**config.mk**
```make
export PLATFORM = sky130hd
export DESIGN_NAME = memory_8x8_flat
export DESIGN_NICKNAME = d
export VERILOG_FILES = /design/src/rtl/memory_8x8_if.sv /design/src/rtl/memory_8x8.sv /design/src/flat_wrapper.sv
export SDC_FILE = /design/constraint.sdc
export NUM_CORES = 1
export LEC_CHECK = 0
export BUFFER_PORTS_ARGS = -buffer_cell sky130_fd_sc_hd__buf_2
export CAP_MARGIN = 20
export CORE_MARGIN = 5
export CORE_UTILIZATION = 62
export CTS_BUF_LIST = sky130_fd_sc_hd__clkbuf_2 sky130_fd_sc_hd__clkbuf_4 sky130_fd_sc_hd__clkbuf_8
export DETAILED_ROUTE_END_ITERATION = 8
export PLACE_DENSITY = 0.78
export SETUP_SLACK_MARGIN = 0.5
export SLEW_MARGIN = 0
export SYNTH_ARGS = -nofsm -noshare
export SYNTH_HDL_FRONTEND = slang
export SYNTH_SLANG_ARGS = --single-unit
```
**constraint.sdc**
```tcl
create_clock -name clk -period 2.2 [get_ports clk]
set_clock_uncertainty 0.2 [all_clocks]
set_input_delay 0.11 -clock clk [delete_from_list [all_inputs] [get_ports clk]]
set_output_delay 0.11 -clock clk [all_outputs]
set_load 0.005 [all_outputs]
```
**src/rtl/memory_8x8_if.sv**
```systemverilog
// Bit-level access bus for the 8x8 scratch store: select/op, address, write and read data.
interface memory_8x8_if;
    logic select;
    logic op;
    logic adr0, adr1, adr2;
    logic i0, i1, i2, i3, i4, i5, i6, i7;
    logic o0, o1, o2, o3, o4, o5, o6, o7;

    modport master (
        output select, op, adr0, adr1, adr2,
        output i0, i1, i2, i3, i4, i5, i6, i7,
        input  o0, o1, o2, o3, o4, o5, o6, o7
    );

    modport slave (
        input  select, op, adr0, adr1, adr2,
        input  i0, i1, i2, i3, i4, i5, i6, i7,
        output o0, o1, o2, o3, o4, o5, o6, o7
    );
endinterface

```
**src/rtl/memory_8x8.sv**
```systemverilog
// Eight-word by eight-bit synchronous store with chip select and a registered read port.
// Optional MEMORY_8X8_WRITE_THROUGH_EN: a write also updates the read register with the written word.
module memory_8x8 (
    input  logic          clk,
    input  logic          rst_n,
    memory_8x8_if.slave   bus
);
    localparam int unsigned DATA_W = 8;
    localparam int unsigned DEPTH  = 8;
    localparam int unsigned ADDR_W = 3;

    logic [DATA_W-1:0] r_mem [DEPTH];
    logic [DATA_W-1:0] r_q;
    logic [ADDR_W-1:0] w_addr;
    logic [DATA_W-1:0] w_d;

    // adr0 and i0 are the most significant bits
    assign w_addr = {bus.adr0, bus.adr1, bus.adr2};
    assign w_d    = {bus.i0, bus.i1, bus.i2, bus.i3, bus.i4, bus.i5, bus.i6, bus.i7};

    always_ff @(posedge clk) begin
        if (!rst_n) begin
            for (int unsigned k = 0; k < DEPTH; k++) begin
                r_mem[ADDR_W'(k)] <= '0;
            end
            r_q <= '0;
        end else if (bus.select) begin
            if (bus.op) begin
                r_mem[w_addr] <= w_d;
`ifdef MEMORY_8X8_WRITE_THROUGH_EN
                r_q <= w_d;
`else
                r_q <= r_q;
`endif
            end else begin
                r_q <= r_mem[w_addr];
            end
        end
    end

    assign bus.o0 = r_q[7];
    assign bus.o1 = r_q[6];
    assign bus.o2 = r_q[5];
    assign bus.o3 = r_q[4];
    assign bus.o4 = r_q[3];
    assign bus.o5 = r_q[2];
    assign bus.o6 = r_q[1];
    assign bus.o7 = r_q[0];
endmodule

```
**src/flat_wrapper.sv**
```systemverilog
// flat-port wrapper written by rule: the top's interface ports become plain ports
module memory_8x8_flat 
  (clk, rst_n, bus_select, bus_op, bus_adr0, bus_adr1, bus_adr2, bus_i0, bus_i1, bus_i2, bus_i3, bus_i4, bus_i5, bus_i6, bus_i7, bus_o0, bus_o1, bus_o2, bus_o3, bus_o4, bus_o5, bus_o6, bus_o7);
  memory_8x8_if bus_i ();
  input  logic clk;
  input  logic rst_n;
  input wire logic [$bits(bus_i.select)-1:0] bus_select;
  input wire logic [$bits(bus_i.op)-1:0] bus_op;
  input wire logic [$bits(bus_i.adr0)-1:0] bus_adr0;
  input wire logic [$bits(bus_i.adr1)-1:0] bus_adr1;
  input wire logic [$bits(bus_i.adr2)-1:0] bus_adr2;
  input wire logic [$bits(bus_i.i0)-1:0] bus_i0;
  input wire logic [$bits(bus_i.i1)-1:0] bus_i1;
  input wire logic [$bits(bus_i.i2)-1:0] bus_i2;
  input wire logic [$bits(bus_i.i3)-1:0] bus_i3;
  input wire logic [$bits(bus_i.i4)-1:0] bus_i4;
  input wire logic [$bits(bus_i.i5)-1:0] bus_i5;
  input wire logic [$bits(bus_i.i6)-1:0] bus_i6;
  input wire logic [$bits(bus_i.i7)-1:0] bus_i7;
  output wire logic [$bits(bus_i.o0)-1:0] bus_o0;
  output wire logic [$bits(bus_i.o1)-1:0] bus_o1;
  output wire logic [$bits(bus_i.o2)-1:0] bus_o2;
  output wire logic [$bits(bus_i.o3)-1:0] bus_o3;
  output wire logic [$bits(bus_i.o4)-1:0] bus_o4;
  output wire logic [$bits(bus_i.o5)-1:0] bus_o5;
  output wire logic [$bits(bus_i.o6)-1:0] bus_o6;
  output wire logic [$bits(bus_i.o7)-1:0] bus_o7;
  assign bus_i.select = bus_select;
  assign bus_i.op = bus_op;
  assign bus_i.adr0 = bus_adr0;
  assign bus_i.adr1 = bus_adr1;
  assign bus_i.adr2 = bus_adr2;
  assign bus_i.i0 = bus_i0;
  assign bus_i.i1 = bus_i1;
  assign bus_i.i2 = bus_i2;
  assign bus_i.i3 = bus_i3;
  assign bus_i.i4 = bus_i4;
  assign bus_i.i5 = bus_i5;
  assign bus_i.i6 = bus_i6;
  assign bus_i.i7 = bus_i7;
  assign bus_o0 = bus_i.o0;
  assign bus_o1 = bus_i.o1;
  assign bus_o2 = bus_i.o2;
  assign bus_o3 = bus_i.o3;
  assign bus_o4 = bus_i.o4;
  assign bus_o5 = bus_i.o5;
  assign bus_o6 = bus_i.o6;
  assign bus_o7 = bus_i.o7;
  memory_8x8 u_core (.clk(clk), .rst_n(rst_n), .bus(bus_i));
endmodule
```
==> summary.md <==
| Metric | Value |
|---|---|
| Final nets | `roughly 300` |
| Synth area leader | `edfxtp_1` |
| Vias per cell | `about 5.7` |
| Compound-gate portion of the synthesized area | `6.88%` |
| Internal | `just over 2 mW` |
| Synth Area in Simple Gates | `18.6%` |
| Fraction of layout instances using a drive strength above 1 | `about a quarter` |
| Clk pwr share | `a little under a third` |
| Mux contribution to synthesized area | `between 10% and 20%` |
| DRC | `0` |
| Count of cell types in the netlist | `25` |
| Final instance area | `between 3000 and 4000 µm²` |
| Setup TNS Final | `0 ns` |
| CP Launch Type | `flop` |
| Ys Warns | `0` |
| Critical path required time | `about 2.2 ns` |
| Via count | `a little over 2,000` |
| Cell count after synthesis | `approximately 250` |
| Syn_nets | `261` |
| Post-DP HPWL | `4610 µm` |
| Hold_ws | `0.00955 ns` |
| Root Driver | `clkbuf_8` |
| Final Critical Period | `1.67 ns` |
| Total grt overflow | `0` |
| Final period utilization | `between 70% and 80%` |
| Core area | `between 5000 and 6000 µm²` |
| WP data arrival | `1.69 ns` |
| Synth Area in Adders | `0%` |
| Max Root-Sink Buffers | `2` |
| Peak VDD IR | `between 400 and 500 µV` |
| Initial antenna violation count | `0` |
| Measured slew at the worst slew-check pin | `0.678 ns` |
| Vias in the first global route | `slightly above 2,000` |
| CTS tree | `done` |
| Port-buffer cells | `22` |
| CTS sink cnt | `72` |
| Fmax achieved | `about 600 MHz` |
| Global-route wire length before repair | `approximately 11,000 µm` |
| First DRT Iteration DRCs | `~240` |
| Fin. Hold Viols | `0` |
| Detailed Routing Iterations Pass 1 | `4` |
| Cell Area, Placed | `3550 µm²` |
| Sequential share of the synthesized area | `roughly 62%` |
| Ports | `23` |
| ANT nets after route | `0` |
| Hold WC Path Type | `primary input to flop` |
| CTS buffer count | `9` |
| Synth async-reset ratio | `0%` |
| Clock-pin slew on the worst setup and hold paths | `approximately 0.07 ns` |
| H-tree Lvls | `3` |
| Synth top area cells | `edfxtp_1 57%, and2_1 12%, mux2_2 5.4%` |
| GPL Wtd Cong | `0.877` |
| Status | `completed` |
| DIE AREA | `6970 µm²` |
| Comb power frac | `approximately a tenth` |
| Synthesized area | `roughly 3300 µm²` |
| Setup Viol. Count Final | `0` |
| Post-synth top cells | `64 x and2_1, 64 x edfxtp_1, 16 x mux2_2, 16 x mux2i_1, 14 x o21ai_0` |
| Diode count | `0` |
| Die Height | `~83 µm` |
| CP Max Fanout | `1` |
| Clk Latency, worst-skew pair | `around 0.34 ns` |
| Largest net degree at the start of global routing | `21` |
| Dpl cells | `approximately 340` |
| Primary FF master, synth | `edfxtp_1` |
| Switching power | `~0.63 mW` |
| Relative slew slack | `between 50% and 60%` |
| RSZ-0062 raised after global routing | `false` |
| Initial Util | `64.7%` |
| CP Capture Type | `flop` |
| Seq pwr share | `roughly three fifths` |
| Avg WL per Cell | `19.1 µm` |
| Largest family of logic cells by synthesized area | `simple AND/OR/NAND/NOR gates` |
| #FFs+latches synth | `72` |
| Final Non-Filler Cells | `362` |
| Switching part of the total | `between 20% and 30%` |
| LEAKAGE | `approximately 1.4 nW` |
| Post-synthesis xor/xnor area fraction | `0%` |
| Max Slew Vio Count | `0` |
| Yosys top cell area share | `~57%` |
| Max Cap Viol | `0` |
| CP Class | `flop to flop` |
| Core Rows | `26` |
| Synth Area per Inst | `roughly 14 µm²` |
| Die W | `around 83 µm` |
| Post-synth EDFFs | `64` |
| GRT Overall Usage | `approximately a fifth` |
| Area delta synth->final | `13.9%` |
| Routed WL | `roughly 6900 µm` |
| Pwr dens | `about 700 nW/µm²` |
## routing by layer
layer  global-route usage (%)  vias to the layer above  part of all wire [%]
li1                         -                      986                     -
met1                     30.9                     1018                    45
met2                     30.5                       61                    47
met3                     4.74                       11                   5.7
met4                     9.21                        0                   2.1
met5                        0                        -                     0
## worst max-delay path: stages, from the launching register on
cell and delay (ns):
edfxtp_1 0.37, mux2_4 0.28, nand3_1 0.07, dlygate4sd3_1 0.54
a31oi_1 0.09
## through the flow
stage               setup WS, ns  utilization [%]  power [mW]
floorplan                  0.426                -        1.76
global placement           0.363             68.6        1.85
detailed placement         0.384             68.6        1.86
CTS                        0.531             73.5        2.71
global route               0.496             73.7        2.81
finish                     0.534             73.7        2.71
## registers in the layout (all words and copies together) (netlist names)
| signal | cells |
|---|---|
| u_core.r_mem | 64 |
| u_core.r_q | 8 |
## repair_timing
item | CTS | global route
gates resized for setup | 0 | 3
hold endpoints to repair | 51 | 0
endpoints found under the setup margin | 0 | 1
setup buffers | 0 | 0
hold buffers | 10 | 0
## final timing paths
path / start / to / slack [ns] / cells past startpoint
setup / recovery: u_core.r_mem[6][1] / u_core.r_q[1] / 0.53 / 4
hold / removal: bus_adr0 / u_core.r_q[0] / 0.01 / 3
setup reg to reg: u_core.r_mem[6][1] / u_core.r_q[1] / 0.53 / 4
hold reg to reg: u_core.r_q[3] / u_core.r_q[3] / 0.34 / 2
## logic make-up (layout without fill, tap and decap cells)
kind of cell           Yosys count  count (layout)
buffers and inverters           10              56
DFF                             72              72
muxes                           32              32
AOI/OAI and AO/OA               38              38
and+or+nand+nor                 94              94
## layout make-up
class	count	area, µm²
Clock inverter	6	26.3
Fill cell	356	1360
Multi-Input combinational cell	164	1200
Clock buffer	10	131
Sequential cell	72	2080
Timing Repair Buffer	40	288
Tap cell	70	87.6
## cells in the final DEF (no fill, tap or decap)
cell            count
nand3_1             4
mux2i_1            16
nand4b_4            1
dlygate4sd3_1       9
nor2_2              6
or2_0               1
a2bb2oi_1           1
o21ai_1             1
and2_1             64
nand2b_1            6
o21ai_0            13
edfxtp_1           64
mux2_2             15
nand4_4             1
buf_2              21
nor2b_1             3
mux2_4              1
clkinv_2            3
nor3_4              2
clkbuf_8            9
buf_12              1
nand2_1             5
or2_1               1
clkinv_1            3
a31oi_1             8
clkbuf_4            2
dlymetal6s4s_1      1
dfxtp_1             8
a21oi_1             8
o22a_1              7
buf_4               7
## power by group through the flow
stage                     Sequential, mW  Combinational (mW)  Clock (mW)
after detailed placement            1.62               0.240           0
after CTS                           1.59               0.255       0.868
after floorplan                     1.61               0.147           0
after global placement              1.62               0.236           0
after global routing                1.60               0.279       0.932
final                               1.59               0.256       0.863
Power figures use the tool's default switching activity.
